### config.mk
export PLATFORM = sky130hd
export DESIGN_NAME = a2d_conv_sched
export DESIGN_NICKNAME = d
export VERILOG_FILES = /design/src/rtl/a2d_conv_sched.sv
export SDC_FILE = /design/constraint.sdc
export NUM_CORES = 1
export LEC_CHECK = 0
export CAP_MARGIN = 0
export CORE_ASPECT_RATIO = 1.1
export CORE_MARGIN = 2
export CORE_UTILIZATION = 25
export DETAILED_ROUTE_END_ITERATION = 8
export PLACE_DENSITY = 0.56
export SYNTH_ARGS = -nofsm -noshare
export SYNTH_HDL_FRONTEND = slang
export SYNTH_SLANG_ARGS = --single-unit
### constraint.sdc
create_clock -name clk -period 2.24 [get_ports clk]
set_input_delay 0.336 -clock clk [delete_from_list [all_inputs] [get_ports clk]]
set_output_delay 0.336 -clock clk [all_outputs]
set_load 0.005 [all_outputs]
### src/rtl/a2d_conv_sched.sv
// Round-robin scheduler for the shared SPI A2D: converts ch 0,4,5,6 each period and holds results.
// Optional LD_FILT_EN: 2-tap averaging on the two load-cell channels.
module a2d_conv_sched #(
  parameter int unsigned CONV_PERIOD = 4096,
  parameter int unsigned PER_W       = 20
) (
  input  logic        clk,
  input  logic        rst_n,
  input  logic        en,
  output logic        wrt,
  output logic [15:0] cmd,
  input  logic        done,
  input  logic [15:0] rd_data,
  output logic [11:0] lft_ld,
  output logic [11:0] rght_ld,
  output logic [11:0] steer_pot,
  output logic [11:0] batt,
  output logic        rnd_vld,
  output logic        ovr
);

  localparam int unsigned DW = 12;
  localparam int unsigned CW = 16;
  localparam int unsigned IW = 2;
  localparam logic [PER_W-1:0] CNT_LAST = PER_W'(CONV_PERIOD - 1);

  typedef enum logic [2:0] {
    S_IDLE, S_CMD, S_WT1, S_GAP, S_RD, S_WT2, S_DONE
  } state_e;

  state_e          state_q, state_d;
  logic [PER_W-1:0] cnt_q, cnt_d;
  logic [IW-1:0]   idx_q, idx_d;
  logic            pend_q, pend_d;
  logic            ovr_q, ovr_d;
  logic            wrt_q, wrt_d;
  logic            rnd_vld_q, rnd_vld_d;
  logic [CW-1:0]   cmd_q, cmd_d;
  logic [DW-1:0]   lft_q, lft_d, rght_q, rght_d, steer_q, steer_d, batt_q, batt_d;
  logic            tick;
  logic [DW-1:0]   lft_new, rght_new;
  logic            unused_bits;

  // Round slot to physical A2D channel number
  function automatic logic [2:0] ch_of(input logic [IW-1:0] i);
    case (i)
      2'd0:    ch_of = 3'd0;
      2'd1:    ch_of = 3'd4;
      2'd2:    ch_of = 3'd5;
      default: ch_of = 3'd6;
    endcase
  endfunction

`ifdef LD_FILT_EN
  logic [DW:0] lft_sum, rght_sum;
  assign lft_sum     = {1'b0, lft_q} + {1'b0, rd_data[DW-1:0]};
  assign rght_sum    = {1'b0, rght_q} + {1'b0, rd_data[DW-1:0]};
  assign lft_new     = lft_sum[DW:1];
  assign rght_new    = rght_sum[DW:1];
  assign unused_bits = ^{rd_data[CW-1:DW], lft_sum[0], rght_sum[0]};
`else
  assign lft_new     = rd_data[DW-1:0];
  assign rght_new    = rd_data[DW-1:0];
  assign unused_bits = ^rd_data[CW-1:DW];
`endif

  always_comb begin
    state_d   = state_q;
    cnt_d     = cnt_q;
    idx_d     = idx_q;
    pend_d    = pend_q;
    ovr_d     = ovr_q;
    wrt_d     = 1'b0;
    rnd_vld_d = 1'b0;
    lft_d     = lft_q;
    rght_d    = rght_q;
    steer_d   = steer_q;
    batt_d    = batt_q;

    tick = en && (cnt_q == CNT_LAST);
    if (!en || tick) cnt_d = '0;
    else             cnt_d = cnt_q + PER_W'(1);

    case (state_q)
      S_IDLE: if (pend_q) begin
        state_d = S_CMD;
        wrt_d   = 1'b1;
        pend_d  = 1'b0;
      end
      S_CMD:  state_d = S_WT1;
      // First reply of the pair carries the previous conversion; drop it
      S_WT1:  if (done) state_d = S_GAP;
      S_GAP: begin
        state_d = S_RD;
        wrt_d   = 1'b1;
      end
      S_RD:   state_d = S_WT2;
      S_WT2: if (done) begin
        case (idx_q)
          2'd0:    lft_d   = lft_new;
          2'd1:    rght_d  = rght_new;
          2'd2:    steer_d = rd_data[DW-1:0];
          default: batt_d  = rd_data[DW-1:0];
        endcase
        if (idx_q == IW'(3)) begin
          idx_d     = '0;
          state_d   = S_DONE;
          rnd_vld_d = 1'b1;
        end else begin
          idx_d   = idx_q + IW'(1);
          state_d = S_CMD;
          wrt_d   = 1'b1;
        end
      end
      S_DONE:  state_d = S_IDLE;
      default: state_d = S_IDLE;
    endcase

    // Ticks merge into one pending request; a second one is flagged
    if (tick) begin
      pend_d = 1'b1;
      if (pend_q) ovr_d = 1'b1;
    end

    cmd_d = {2'b00, ch_of(idx_d), 11'h000};
  end

  always_ff @(posedge clk or negedge rst_n) begin
    if (!rst_n) begin
      state_q   <= S_IDLE;
      cnt_q     <= '0;
      idx_q     <= '0;
      pend_q    <= 1'b0;
      ovr_q     <= 1'b0;
      wrt_q     <= 1'b0;
      rnd_vld_q <= 1'b0;
      cmd_q     <= '0;
      lft_q     <= '0;
      rght_q    <= '0;
      steer_q   <= '0;
      batt_q    <= '0;
    end else begin
      state_q   <= state_d;
      cnt_q     <= cnt_d;
      idx_q     <= idx_d;
      pend_q    <= pend_d;
      ovr_q     <= ovr_d;
      wrt_q     <= wrt_d;
      rnd_vld_q <= rnd_vld_d;
      cmd_q     <= cmd_d;
      lft_q     <= lft_d;
      rght_q    <= rght_d;
      steer_q   <= steer_d;
      batt_q    <= batt_d;
    end
  end

  assign wrt       = wrt_q;
  assign cmd       = cmd_q;
  assign lft_ld    = lft_q;
  assign rght_ld   = rght_q;
  assign steer_pot = steer_q;
  assign batt      = batt_q;
  assign rnd_vld   = rnd_vld_q;
  assign ovr       = ovr_q;

endmodule

==> results.sh, run 1 <==
export IMPL_htreeDepth=3
export IMPL_fillerInstances=1361
export IMPL_post_route_period_util=0.8214
export IMPL_gp_congestion=0.6861
export IMPL_finalNetCount=382
export IMPL_drt_antenna_violating_nets=0
export IMPL_whs_ns=0.4625
export IMPL_r2r_cells=4
export IMPL_min_from="cnt_q[0]"
export IMPL_p_leak_uw=0.002160
export IMPL_criticalPathCategory="reg2reg"
export IMPL_worstPathArrival_ns=2.10
export IMPL_yosysTopAreaCellShare=0.5835
export IMPL_slowest_stage="or4_4"
export IMPL_layout_drive_gt1_share=0.2188
export IMPL_ys_seq_area_frac=0.5835
export IMPL_r2r_slack_ns=0.40
export IMPL_synth_cells=274
export IMPL_hold_depth=1
export IMPL_vias_per_cell=4.193
export IMPL_gr_total_overflow=0
export IMPL_io_pins=87
export IMPL_wl_um=7345
export IMPL_route_detailed_drc=0
export IMPL_start_kind="register"
export IMPL_fp_dieH_um=126.9
export IMPL_cts_tree="done"
export IMPL_slew_viol_final=0
export IMPL_initial_utilization=0.2575
export IMPL_cap_violations=0
export IMPL_avgSynthCellArea_um2=12.52
export IMPL_setup_slack_ns=0.4001
export IMPL_cts_buffers=9
export IMPL_die_area_um2=14680
export IMPL_hold_path_class="reg2reg"
export IMPL_antenna_cells=0
export IMPL_startpoint="cnt_q[3]"
export IMPL_dp_hpwl_um=5054
export IMPL_grt_setup_unrepaired="no"
export IMPL_crit_path_cell_trace="nand4_4 -> or4_4 -> or3_1 -> a21oi_1"
export IMPL_clockBufferDepth=2
export IMPL_synth_most_common_cell="dfrtp_1"
export IMPL_area_growth_pct=37.78
export IMPL_fmax_mhz=543.5
export IMPL_drt_iter0_drc=72
export IMPL_dieWidth_um=115.7
export IMPL_hold_viol=0
export IMPL_dpl_cell_area_um2=4348
export IMPL_async_reset_ff_frac=1.000
export IMPL_tightest_slew_ns=0.5341
export IMPL_fin_skew_ns=0.008560
export IMPL_finalCriticalPeriod_ns=1.840
export IMPL_synth_seq_cells=80
export IMPL_first_pass_iters=4
export IMPL_track_usage=0.1070
export IMPL_wl_per_cell_um=13.48
export IMPL_antenna_found_initial=0
export IMPL_vias=2285
export IMPL_final_area_um2=4727
export IMPL_place_ws_ns=0.2231
export IMPL_cts_root_buf="clkbuf_16"
export IMPL_status="completed"
export IMPL_synth_area_top_cells="dfrtp_1 (58%), mux2_2 (16%), buf_4 (2.8%), xnor2_1 (2.8%), nor2_1 (2.5%)"
export IMPL_ys_flop_type="dfrtp_1"
export IMPL_insertion_delay_ns=0.33
export IMPL_fp_coreArea_um2=13320
export IMPL_crit_path_max_incr_delay_ns=0.58
export IMPL_holdPathEnd="cnt_q[0]"
export IMPL_worstSetupEndpointType="register"
export IMPL_yosys_area_top_type="dfrtp_1"
export IMPL_first_global_vias=2364
export IMPL_rr_startpoint="cnt_q[3]"
export IMPL_yosysWarnings=0
export IMPL_max_slew_margin_rel=0.6410
export IMPL_p_per_area_nw_per_um2=1019
export IMPL_clk_pin_slew_ns=0.06
export IMPL_synthDistinctLibCells=37
export IMPL_setup_tns_ns=0
export IMPL_synth_common_cells="dfrtp_1 (80), mux2_2 (48), nor2_1 (23)"
export IMPL_path_max_fanout=10
export IMPL_setup_violations=0
export IMPL_numClockSinks=80
export IMPL_grt_max_degree=51
export IMPL_grt_pass1_wl_um=12130
export IMPL_synth_edf_count=0
export IMPL_syn_area_um2=3431
export IMPL_num_rows=44
export IMPL_portBuffers=69
export IMPL_r2r_end="cnt_q[16]"
export IMPL_worst_ep_required_time_ns=2.50
export IMPL_ir_worst_vdd_v=0.0004858
==> per-stage QoR <==
step | util | std cells | power [uW]
6_report | 0.3548 | 545 | 4818
5_1_grt | 0.3548 | 545 | 5093
4_1_cts | 0.3548 | 545 | 4920
3_5_place_dp | 0.3264 | 528 | 3077
3_3_place_gp | 0.3264 | 528 | 3055
2_1_floorplan | - | 286 | 2377
==> flip-flops by register name, indices dropped and copies added (netlist names) <==
| register | count |
|---|---|
| cmd | 3 |
| rght_ld | 12 |
| wrt | 1 |
| cnt_q | 20 |
| pend_q | 1 |
| steer_pot | 12 |
| state_q | 3 |
| rnd_vld | 1 |
| idx_q | 2 |
| lft_ld | 12 |
| ovr | 1 |
| batt | 12 |
==> worst max-delay path: cells and delay by family, from the launching register on <==
kind | cells | cell delay, ns
DFF | 1 | 0.46
AOI/OAI and AO/OA | 1 | 0.15
and+or+nand+nor | 3 | 1.15
==> repair_timing <==
action,in CTS,in global routing
hold buffers,1,0
buffers inserted,0,0
endpoints found under the setup margin,0,0
resized for setup,0,0
hold endpoints to repair,30,0
==> routing by layer <==
layer  up-vias  wire length [um]  GRT usage
li1       1078                 -          -
met1      1145              3165     0.1305
met2        52              3574     0.1675
met3        10               502    0.04778
met4         0               103    0.03782
met5         -                 0          0
==> worst max path at each step <==
stage	to
final	cnt_q[16]
after CTS	cnt_q[16]
after floorplan	cnt_q[11]
after global placement	batt[9]
after detailed placement	batt[9]
after global routing	cnt_q[16]
==> cell usage in the layout, fill, tap and decap left out, types with 3 or more instances in the layout <==
master and count:
buf_4 9, or4_1 3, conb_1 13, nand3_1 9
o21ai_0 5, a21oi_1 6, clkbuf_16 9, nor3_1 4
dfrtp_1 80, ha_1 6, clkdlybuf4s50_1 68, inv_1 10
bufinv_16 4, mux2_2 48, nor2_1 23, or3_1 3
xnor2_1 11, nand2_1 19
==> area by class of cell <==
cell class | count | area (um2) | area share
flip-flops and latches | 80 | 2002 | 0.4235
multi-input cells | 176 | 1310 | 0.2771
repair buffers | 79 | 778.2 | 0.1646
well taps | 184 | 230.2 | 0.04870
clock buffers | 9 | 225.2 | 0.04764
clock inverters | 7 | 143.9 | 0.03044
inverters | 10 | 37.54 | 0.007941
==> cell families (layout without fill, tap and decap cells) <==
logic type,count (synthesis),count (layout),share of synthesized area
xor+xnor,13,13,0.03319
compound gates,18,18,0.03318
mux,50,50,0.1634
flops,80,80,0.5835
simple gates,76,76,0.1160
fa+ha+maj,6,6,0.02188
buf+inv,30,105,0.04777
other cells,1,13,0.001093
==> power by group <==
group	leakage (uW)	switching (uW)	internal, uW	total, uW
sequential	0.00109	203	1750	1960
clock	0.000172	581	1200	1780
combinational	0.000896	357	718	1080
total	0.00216	1140	3680	4820
No activity file was read; power rests on OpenSTA's default activity.
==> inputs of run 2 (changes only) <==
clock period = 1.8 ns   (was 2.24 ns; I/O delays follow)
==> run 2 against run 1 <==
Against the previous run: critical path depth unchanged; critical path type unchanged; largest cell class unchanged; critical endpoint unchanged; cell count increased by 2.4%; clock skew decreased by 0.0029 ns.
==> results.sh, run 2 (synthesis results as in run 1) <==
export IMPL_multi_input_area_um2=1313
export IMPL_clk_pin_slew_ns=0.06
export IMPL_criticalPathCategory="reg2reg"
export IMPL_crit_buf_inv=0
export IMPL_insertion_delay_ns=0.33
export IMPL_first_global_vias=2429
export IMPL_dp_hpwl_um=5185
export IMPL_slew_viol_final=0
export IMPL_die_area_um2=14680
export IMPL_crit_path_max_incr_delay_ns=0.55
export IMPL_crit_path_cell_trace="nand4_4 -> or4_4 -> or3_1 -> a21oi_1"
export IMPL_wl_per_cell_um=13.18
export IMPL_path_max_fanout=5
export IMPL_fp_dieH_um=126.9
export IMPL_gp_congestion=0.7178
export IMPL_vias_per_cell=4.124
export IMPL_finalNetCount=395
export IMPL_post_route_util=0.3609
export IMPL_num_rows=44
export IMPL_cts_tree="done"
export IMPL_p_total_uw=5641
export IMPL_first_pass_iters=4
export IMPL_clockBufferDepth=2
export IMPL_place_inst=541
export IMPL_rr_startpoint="cnt_q[4]"
export IMPL_grt_pass1_wl_um=12510
export IMPL_hold_path_class="in2async"
export IMPL_fillerInstances=1348
export IMPL_setup_violations=0
export IMPL_antenna_found_initial=0
export IMPL_ir_worst_vdd_v=0.0005297
export IMPL_cap_violations=0
export IMPL_htreeDepth=3
export IMPL_setup_slack_ns=0.1054
export IMPL_status="completed"
export IMPL_p_leak_uw=0.002225
export IMPL_wl_um=7353
export IMPL_area_growth_pct=40.15
export IMPL_numClockSinks=80
export IMPL_finalCriticalPeriod_ns=1.695
export IMPL_cts_setup_buffers=0
export IMPL_track_usage=0.1100
export IMPL_r2r_slack_ns=0.11
export IMPL_seqCellArea_um2=2002
export IMPL_startpoint="cnt_q[4]"
export IMPL_place_ws_ns=-0.01777
export IMPL_portBuffers=69
export IMPL_vias=2301
export IMPL_final_cell_mix="dfrtp_1 (80), clkdlybuf4s50_1 (68), mux2_2 (48)"
export IMPL_layout_drive_gt1_share=0.2433
export IMPL_post_route_period_util=0.9414
export IMPL_cts_root_buf="clkbuf_16"
export IMPL_dpl_cell_area_um2=4496
export IMPL_worst_ep_required_time_ns=2.06
export IMPL_hold_viol=0
export IMPL_top_register="cnt_q"
export IMPL_cts_buffers=9
export IMPL_fmax_mhz=590.1
export IMPL_dieWidth_um=115.7
export IMPL_r2r_end="cnt_q[16]"
export IMPL_drt_iter0_drc=53
export IMPL_antenna_cells=0
export IMPL_final_area_um2=4808
export IMPL_io_pins=87
export IMPL_initial_utilization=0.2575
export IMPL_grt_max_degree=35
export IMPL_slowest_stage="or4_4"
export IMPL_worstPathArrival_ns=1.96
export IMPL_final_common_cell="dfrtp_1"
export IMPL_start_kind="register"
export IMPL_fp_coreArea_um2=13320
export IMPL_p_per_area_nw_per_um2=1173
export IMPL_fin_skew_ns=0.005705
export IMPL_drt_antenna_violating_nets=0
export IMPL_r2r_cells=4
export IMPL_gr_total_overflow=0
export IMPL_instances_no_fill=558
export IMPL_worstSetupEndpointType="register"
export IMPL_grt_setup_unrepaired="no"
export IMPL_largest_reg_flops=20
export IMPL_cp_top_family="simple AND/OR/NAND/NOR gates"
export IMPL_route_detailed_drc=0
==> run 2: layer usage <==
layer / part of all wire / up-vias / global-route usage / wire (um)
met2: 0.47 / 50 / 0.1651 / 3448
met5: 0 / - / 0 / 0
met1: 0.45 / 1138 / 0.1391 / 3273
met4: 0.018 / 0 / 0.04622 / 132
li1: - / 1103 / - / -
met3: 0.068 / 10 / 0.04587 / 499
==> run 2: how the worst max path moves through the flow <==
| stage | endpoint | cells past startpoint |
|---|---|---|
| after floorplan | cnt_q[11] | 7 |
| after global placement | rght_ld[10] | 6 |
| after detailed placement | lft_ld[9] | 6 |
| after CTS | cnt_q[18] | 5 |
| after global routing | cnt_q[16] | 4 |
| final | cnt_q[16] | 4 |
==> run 2: area by class of cell <==
type	instances	area share
flip-flops and latches	80	0.4163
repair buffers	92	0.1926
clock buffers	13	0.05412
well taps	184	0.04788
multi-input cells	176	0.2730
clock inverters	3	0.008327
inverters	10	0.007806
==> run 2: what timing repair did <==
action / 4_1_cts / 5_1_grt
hold buffers: 1 / 0
endpoints found under the hold margin: 31 / 0
gates resized for setup: 0 / 1
endpoints found under the setup margin: 0 / 2
==> run 2: per-stage QoR <==
| stage | hold WS [ns] | TNS, ns |
|---|---|---|
| 3_3_place_gp | 0.2613 | 0 |
| 6_report | 0.4429 | 0 |
| 3_5_place_dp | 0.2599 | -0.2111 |
| 5_1_grt | 0.4878 | 0 |
| 4_1_cts | 0.4600 | 0 |
| 2_1_floorplan | -0.02559 | 0 |
==> run 2: report_power, final <==
| part | switching (uW) | total (uW) | internal, uW |
|---|---|---|---|
| sequential | 248 | 2430 | 2180 |
| clock | 692 | 1840 | 1150 |
| combinational | 459 | 1370 | 912 |
| total | 1400 | 5640 | 4240 |
